$ cat config.mk
export PLATFORM = sky130hd
export DESIGN_NAME = if_id_stage
export DESIGN_NICKNAME = d
export VERILOG_FILES = /design/src/rtl/if_id_stage.sv
export SDC_FILE = /design/constraint.sdc
export NUM_CORES = 1
export LEC_CHECK = 0
export CAP_MARGIN = 20
export CORE_MARGIN = 1.5
export CORE_UTILIZATION = 26
export DETAILED_ROUTE_END_ITERATION = 8
export SETUP_SLACK_MARGIN = 0.3
export SLEW_MARGIN = 20
export SYNTH_ARGS = -nofsm -noshare
export SYNTH_HDL_FRONTEND = slang
export SYNTH_SLANG_ARGS = --single-unit
$ cat constraint.sdc
create_clock -name clk -period 3.6 [get_ports clk]
set_clock_uncertainty 0.1 [all_clocks]
set_input_delay 0.72 -clock clk [delete_from_list [all_inputs] [get_ports clk]]
set_output_delay 0.72 -clock clk [all_outputs]
set_load 0.005 [all_outputs]
$ cat src/rtl/if_id_stage.sv
// Fetch stage: PC register, next-PC selection and the IF/ID pipeline register.
// Define IF_PERF_CNT_EN to add the StallCount/FlushCount performance counters.
module if_id_stage #(
   parameter logic [31:0] RESET_PC   = 32'h0040_0000,
   parameter logic [31:0] EXC_VECTOR = 32'h8000_0004,
   parameter logic [31:0] BUBBLE     = 32'h0000_0000
) (
   input  logic        clk,
   input  logic        reset,
   input  logic [2:0]  PCSrc,
   input  logic        DataHazard,
   input  logic        ExceptionReq,
   input  logic [31:0] JrTarget,
   input  logic [31:0] Instruction,
   output logic [31:0] PC,
   output logic [31:0] IF_ID_Instruction,
   output logic [31:0] IF_ID_PC4,
   output logic        IF_ID_Valid,
   output logic        AlignFault
`ifdef IF_PERF_CNT_EN
   ,
   output logic [31:0] StallCount,
   output logic [31:0] FlushCount
`endif
);

   logic [31:0] pc_q, pc_d;
   logic [31:0] instr_q, instr_d;
   logic [31:0] pc4_q, pc4_d;
   logic        valid_q, valid_d;
   logic        align_fault_q, align_fault_d;

   logic [31:0] pc_plus4;
   logic [31:0] br_tgt;
   logic [31:0] j_tgt;
   logic [31:0] jr_tgt;
   logic        stall;
   logic        redirect;

   assign pc_plus4 = pc_q + 32'd4;
   assign br_tgt   = pc4_q + {{14{instr_q[15]}}, instr_q[15:0], 2'b00};
   assign j_tgt    = {pc4_q[31:28], instr_q[25:0], 2'b00};
   assign jr_tgt   = {JrTarget[31:2], 2'b00};

   assign stall    = DataHazard & ~ExceptionReq;
   // A bubble in IF/ID cannot redirect; its PCSrc is treated as sequential.
   assign redirect = ~ExceptionReq & ~DataHazard & valid_q &
                     (PCSrc == 3'b001 || PCSrc == 3'b010 || PCSrc == 3'b011);

   always_comb begin
      pc_d          = pc_plus4;
      instr_d       = Instruction;
      pc4_d         = pc_plus4;
      valid_d       = 1'b1;
      align_fault_d = 1'b0;
      if (ExceptionReq) begin
         pc_d    = EXC_VECTOR;
         instr_d = BUBBLE;
         pc4_d   = 32'h0;
         valid_d = 1'b0;
      end else if (stall) begin
         pc_d    = pc_q;
         instr_d = instr_q;
         pc4_d   = pc4_q;
         valid_d = valid_q;
      end else if (redirect) begin
         instr_d = BUBBLE;
         pc4_d   = 32'h0;
         valid_d = 1'b0;
         unique case (PCSrc)
            3'b001:  pc_d = br_tgt;
            3'b010:  pc_d = j_tgt;
            default: begin
               pc_d          = jr_tgt;
               align_fault_d = |JrTarget[1:0];
            end
         endcase
      end
   end

   always_ff @(posedge clk or posedge reset) begin
      if (reset) begin
         pc_q          <= RESET_PC;
         instr_q       <= BUBBLE;
         pc4_q         <= 32'h0;
         valid_q       <= 1'b0;
         align_fault_q <= 1'b0;
      end else begin
         pc_q          <= pc_d;
         instr_q       <= instr_d;
         pc4_q         <= pc4_d;
         valid_q       <= valid_d;
         align_fault_q <= align_fault_d;
      end
   end

   assign PC                = pc_q;
   assign IF_ID_Instruction = instr_q;
   assign IF_ID_PC4         = pc4_q;
   assign IF_ID_Valid       = valid_q;
   assign AlignFault        = align_fault_q;

`ifdef IF_PERF_CNT_EN
   logic [31:0] stall_cnt_q, stall_cnt_d;
   logic [31:0] flush_cnt_q, flush_cnt_d;

   always_comb begin
      stall_cnt_d = stall_cnt_q;
      flush_cnt_d = flush_cnt_q;
      if (stall) stall_cnt_d = stall_cnt_q + 32'd1;
      if (ExceptionReq || redirect) flush_cnt_d = flush_cnt_q + 32'd1;
   end

   always_ff @(posedge clk or posedge reset) begin
      if (reset) begin
         stall_cnt_q <= 32'h0;
         flush_cnt_q <= 32'h0;
      end else begin
         stall_cnt_q <= stall_cnt_d;
         flush_cnt_q <= flush_cnt_d;
      end
   end

   assign StallCount = stall_cnt_q;
   assign FlushCount = flush_cnt_q;
`endif

endmodule

==> results of run 1 <==
## kinds of logic after synthesis
logic type	after synthesis	share of synthesized area, %
adder cells (fa/ha/maj)	31	5.90
AO/OA/AOI/OAI	285	28.6
XOR/XNOR	45	5.88
AND/OR/NAND/NOR	258	18.6
buffers and inverters	63	4.07
flip-flops	98	36.6
multiplexers	2	0.299
## cells in the mapped netlist, types with 3 or more instances
master      n  area, µm²
and2_1      5       31.3
o21a_1      5       37.5
a22o_1     36        315
nand3b_1    3       22.5
nor2_1     58        218
buf_4       4       30.0
dfrtp_1    97       2430
nand2_1    83        312
o211ai_1    4       30.0
o2111ai_1   4       35.0
a211oi_1    8       60.1
a21o_2      3       26.3
and4_1      7       61.3
nor4_1      3       18.8
o31a_1      3       26.3
nor2b_1    13       81.3
and3_1     15       93.8
a22oi_1     9       67.6
o21bai_1    4       30.0
xnor2_1    25        219
xor2_1     20        175
o22ai_1     6       37.5
ha_1       30        375
o21ai_0    81        405
nand4_1    16        100
a2111oi_0   3       26.3
nor3_1     13       65.1
inv_1      14       52.6
clkbuf_1   41        154
a221oi_1   16        140
a31oi_1     8       50.1
nand2b_1    4       25.0
o311ai_0    7       61.3
a21o_1     16        120
nand3_1    27        135
a21oi_1    53        265
## where the power goes
group          switching (W)  internal, W  total, W
clock               0.000466     0.000540   0.00101
sequential         0.0000571      0.00114   0.00120
combinational       0.000268     0.000256  0.000523
## cells in the final DEF (no fill, tap or decap), drive strengths merged, types with 5 or more instances in the layout
cell type	instances
clkdlybuf4s50	168
dfrtp	97
nand2	83
o21ai	82
nor2	58
a21oi	54
a22o	36
ha	30
buf	29
nand3	28
xnor2	25
xor2	20
a21o	19
a221oi	16
nand4	16
and3	16
inv	13
nor3	13
nor2b	13
clkbuf	11
a22oi	9
a211oi	9
a31oi	8
o311ai	7
and4	7
and2	7
o22ai	6
o21a	5
## layer usage
metal	global-route usage [%]	vias up	part of all wire, %
met4	6.49	2	2.5
met5	1.89	-	0.25
met1	25.9	3337	44
met2	30.7	287	46
met3	4.47	34	7.4
li1	-	3240	-
## final cells by class
type	instances	share of cell area, %
Antenna cell	1	0.0274
Clock buffer	11	2.55
Clock inverter	5	0.616
Inverter	14	0.616
Multi-Input combinational cell	621	43.6
Sequential cell	98	26.8
Tap cell	330	4.52
Timing Repair Buffer	197	21.2
## critical path: stages, from the launching register on
cell     delay [ns]
dfrtp_1        0.40
ha_1           0.21
inv_1          0.06
fa_1           0.40
and2b_2        0.23
o31a_1         0.18
a31o_2         0.20
a21oi_2        0.08
o31a_1         0.33
o311a_4        0.45
o41a_1         0.38
nand3_1        0.09
## per-stage QoR
stage	setup WS (ns)	instances
global route	0.308	1276
floorplan	0.653	782
finish	0.432	1277
global placement	0.449	1260
detailed placement	0.433	1260
CTS	0.394	1276
## final timing paths
kind | start | endpoint | slack (ns) | depth (start not counted)
min in group asynchronous | reset | PC[14] | 0.75 | 2
max in group asynchronous | reset | PC[2] | 1.85 | 3
worst min register to register | IF_ID_Instruction[31] | IF_ID_Instruction[31] | 0.41 | 1
worst max-delay path | IF_ID_Instruction[0] | PC[30] | 0.43 | 11
worst min-delay path | IF_ID_Instruction[31] | IF_ID_Instruction[31] | 0.41 | 1
worst max register to register | IF_ID_Instruction[0] | PC[30] | 0.43 | 11
## registers in the layout, summed over array words and instances (netlist names)
signal,count
PC,32
IF_ID_Valid,1
AlignFault,1
IF_ID_Instruction,32
IF_ID_PC4,32
==> metrics.txt, run 1 <==
status finished clean; Max Cap Viol 0; data arrival time of the critical path 3.36 ns; Crit Path Max Fanout 5; Port Buffers 168; Fillers 2603; I/O pin cnt 169; die span in x 164 µm; DRC Markers 0; Leak Pwr 3.83 nW; detailed-route via count 6900; die area 0.0268 mm²; Peak VDD IR 203 µV; largest net degree at the start of global routing 77; Max Slew Vio Count 0; Synth Register Bits 98; TritonCTS Buffers 9; Hold Path Class reg -> reg; Seq. cell area 0.00245 mm²; root buffer cell clkbuf_16; Final period util 88.0%; Core Util, Final 36.2%; startpoint types flip-flop; share of post-route cells with drive strength above 1 6.03%; Power, Total 0.00273 W; Core Area 0.0253 mm²; Seq/Total Area, Yosys 36.6%; multi-input combinational cell area 0.00399 mm²; Wirelength per Cell 20.4 µm; post-CTS sizing 0; Final Wtd Congestion 0.919; area grow syn2layout 36.4%; asr flop ratio synth 100%; drt pass-1 iters 6; Critical Path Sink Type flip-flop; crit path time final 3.17 ns; Hold WS 0.410 ns; max_slew headroom 42.9%; Avg Cell Area, Syn 8.57 µm²; DR iter-0 viols 419; CP Class reg -> reg; Placement Cell Area 0.00885 mm²; power per cell area 298 mW/mm²; GRT overflow 0; transition time of the tightest slew-check pin 0.855 ns; die height 164 µm; Post-CTS Setup Bufs 0; Most used DFF post-synth dfrtp_1; row count 58; Initial Utilization 26.5%; antenna violations before repair 0; vias in the first global route 6755; synth warn 0; GRT Total Usage 19.4%; worst-case clock buffer depth 2; CTS hold repair buffers 0; Syn Nets 884; RSZ-0062 raised after global routing no; area of the mapped netlist 0.00670 mm²; TritonCTS clock tree done; # clock sinks 98; Worst-path clk slew 0.07 ns; EDFF count, synth 0; DRT antenna net count 0; WP data required 3.79 ns; Final Instance Area 0.00914 mm²; Final Hold Fails 0; vias per cell 5.40; Clock H-tree levels 3; Nets 1043; Netlist cell types 66; setup violators final 0; total wire length 26100 µm; Syn Inst Count 782; worst skew pair latency 0.35 ns; hpwl dp 19300 µm; FMAX 316 MHz; first-pass GRT wire length 39600 µm; Setup TNS 0 ns
(Power assumes the default switching activity.)
==> run 2, diff against run 1 <==
--- a/config.mk
+++ b/config.mk
@@ -10,7 +10,6 @@
 export CORE_UTILIZATION = 26
 export DETAILED_ROUTE_END_ITERATION = 8
 export SETUP_SLACK_MARGIN = 0.3
-export SLEW_MARGIN = 20
 export SYNTH_ARGS = -nofsm -noshare
 export SYNTH_HDL_FRONTEND = slang
 export SYNTH_SLANG_ARGS = --single-unit
==> results of run 2 <==
Same layout as run 1: the final DEF is identical, and so are final timing and power.
==> run 3, diff against run 2 <==
--- a/config.mk
+++ b/config.mk
@@ -6,7 +6,6 @@
 export NUM_CORES = 1
 export LEC_CHECK = 0
 export CAP_MARGIN = 20
-export CORE_MARGIN = 1.5
 export CORE_UTILIZATION = 26
 export DETAILED_ROUTE_END_ITERATION = 8
 export SETUP_SLACK_MARGIN = 0.3
==> constraint.sdc (replaced) <==
create_clock -name clk -period 4 [get_ports clk]
set_clock_uncertainty 0.1 [all_clocks]
set_input_delay 0.8 -clock clk [delete_from_list [all_inputs] [get_ports clk]]
set_output_delay 0.8 -clock clk [all_outputs]
set_load 0.005 [all_outputs]
==> run 3 against run 2 <==
  * Sequential cell count unchanged
  * Wire length decreased by 0.80%
  * Clock power decreased by 13%
  * Final cell count decreased by 0.63%
  * Critical path depth unchanged
  * Utilization decreased by 0.28 points
  * Worst setup slack improved by 0.29 ns
  * Maximum frequency decreased by 3.2%
  * Non-clock buffer count decreased by 7
  * Count of clock-buffer cells in the layout decreased by 1
==> metrics.txt, run 3 (synthesis results as in run 1) <==
status finished clean; reg-to-reg critical path startpoint IF_ID_Instruction[0]; fin cells 1269; Final Wtd Congestion 0.880; Peak VDD IR 149 µV; startpoint types flip-flop; data arrival time of the critical path 3.47 ns; FMAX 305 MHz; row count 58; Wirelength per Cell 20.4 µm; setup violators final 0; Port Buffers 168; launch point of the critical path IF_ID_Instruction[0]; DRT antenna net count 0; area grow syn2layout 35.3%; I/O pin cnt 169; worst skew pair latency 0.37 ns; vias per cell 5.43; Placement Cell Area 0.00878 mm²; Clock H-tree levels 3; max_slew headroom 51.5%; Initial Utilization 26.5%; first-pass GRT wire length 40200 µm; Final period util 81.8%; Worst-path clk slew 0.08 ns; # clock sinks 98; RSZ-0062 raised after global routing no; die area 0.0264 mm²; largest net degree at the start of global routing 53; Final Instance Area 0.00907 mm²; GRT Total Usage 19.8%; Nets 1036; Max Cap Viol 0; share of post-route cells with drive strength above 1 5.54%; Inst Count DP 1253; most common cell after layout, fill and taps aside clkdlybuf4s50_1; Hold Crit Start IF_ID_Instruction[31]; TritonCTS Buffers 9; Core Area 0.0253 mm²; hpwl dp 19500 µm; most frequent cells in the layout clkdlybuf4s50_1, dfrtp_1, nand2_1; Hold Path Class reg -> reg; Setup TNS 0 ns; DRC Markers 0; Max Slew Vio Count 0; Post-CTS Setup Bufs 0; transition time of the tightest slew-check pin 0.727 ns; root buffer cell clkbuf_16; Final Hold Fails 0; antenna violations before repair 0; drt pass-1 iters 5; Core Util, Final 35.9%; post-CTS sizing 0; detailed-route via count 6896; total wire length 25900 µm; Critical Path Sink Type flip-flop; power per cell area 267 mW/mm²; CTS hold repair buffers 0; Leak Pwr 3.79 nW; die span in x 163 µm; TritonCTS clock tree done; crit path time final 3.27 ns; die height 163 µm; n_diodes 0; GRT overflow 0; worst-case clock buffer depth 2; vias in the first global route 6743; CP Class reg -> reg; DR iter-0 viols 610; Power, Total 0.00242 W; WP data required 4.20 ns; Crit Path Max Fanout 5
## run 3: cell types whose count changed in the layout (fill, tap and decap cells not counted), sizes merged
cell and change:
inv +3, buf -7, clkbuf -1, clkinvlp +1, bufinv -1, clkinv -2
diode -1
## run 3: cell type report
class / instances / area (µm²)
Clock buffer: 10 / 239
Inverter: 14 / 55.1
Sequential cell: 98 / 2450
Clock inverter: 6 / 47.5
Multi-Input combinational cell: 621 / 3990
Fill cell: 2659 / 16200
Timing Repair Buffer: 190 / 1870
Tap cell: 330 / 413
## run 3: path summary, 6_finish.rpt
path / to / cells after the start / slack [ns]
max in group asynchronous: PC[22] / 3 / 2.20
worst min register to register: IF_ID_Instruction[31] / 1 / 0.40
worst min-delay path: IF_ID_Instruction[31] / 1 / 0.40
worst max-delay path: PC[30] / 11 / 0.73
min in group asynchronous: IF_ID_PC4[22] / 2 / 0.81
worst max register to register: PC[30] / 11 / 0.73
## run 3: stage by stage
| step | setup WS, ns | hold slack, ns |
|---|---|---|
| after global routing | 0.601 | 0.420 |
| after detailed placement | 0.778 | 0.393 |
| after CTS | 0.745 | 0.412 |
| final | 0.726 | 0.403 |
| after global placement | 0.806 | 0.388 |
| after floorplan | 0.540 | 0.398 |
## run 3: worst max-delay path, stage by stage (launching register included)
cell     delay (ns)
dfrtp_1        0.39
ha_1           0.21
inv_1          0.07
fa_1           0.41
and2b_2        0.24
o31a_1         0.18
a31o_2         0.20
a21oi_2        0.09
o31a_1         0.40
o311a_4        0.45
o41a_1         0.38
nand3_1        0.08
## run 3: report_power, final
part | switching [W] | internal (W)
registers | 0.0000540 | 0.00103
clock network | 0.000437 | 0.000445
logic | 0.000236 | 0.000225
total | 0.000727 | 0.00170
## run 3: routing by layer
| layer | track usage [%] | wire, µm |
|---|---|---|
| met3 | 3.69 | 1890 |
| met1 | 26.6 | 11300 |
| met2 | 31.9 | 12100 |
| met4 | 6.33 | 626 |
| met5 | 0 | 0 |
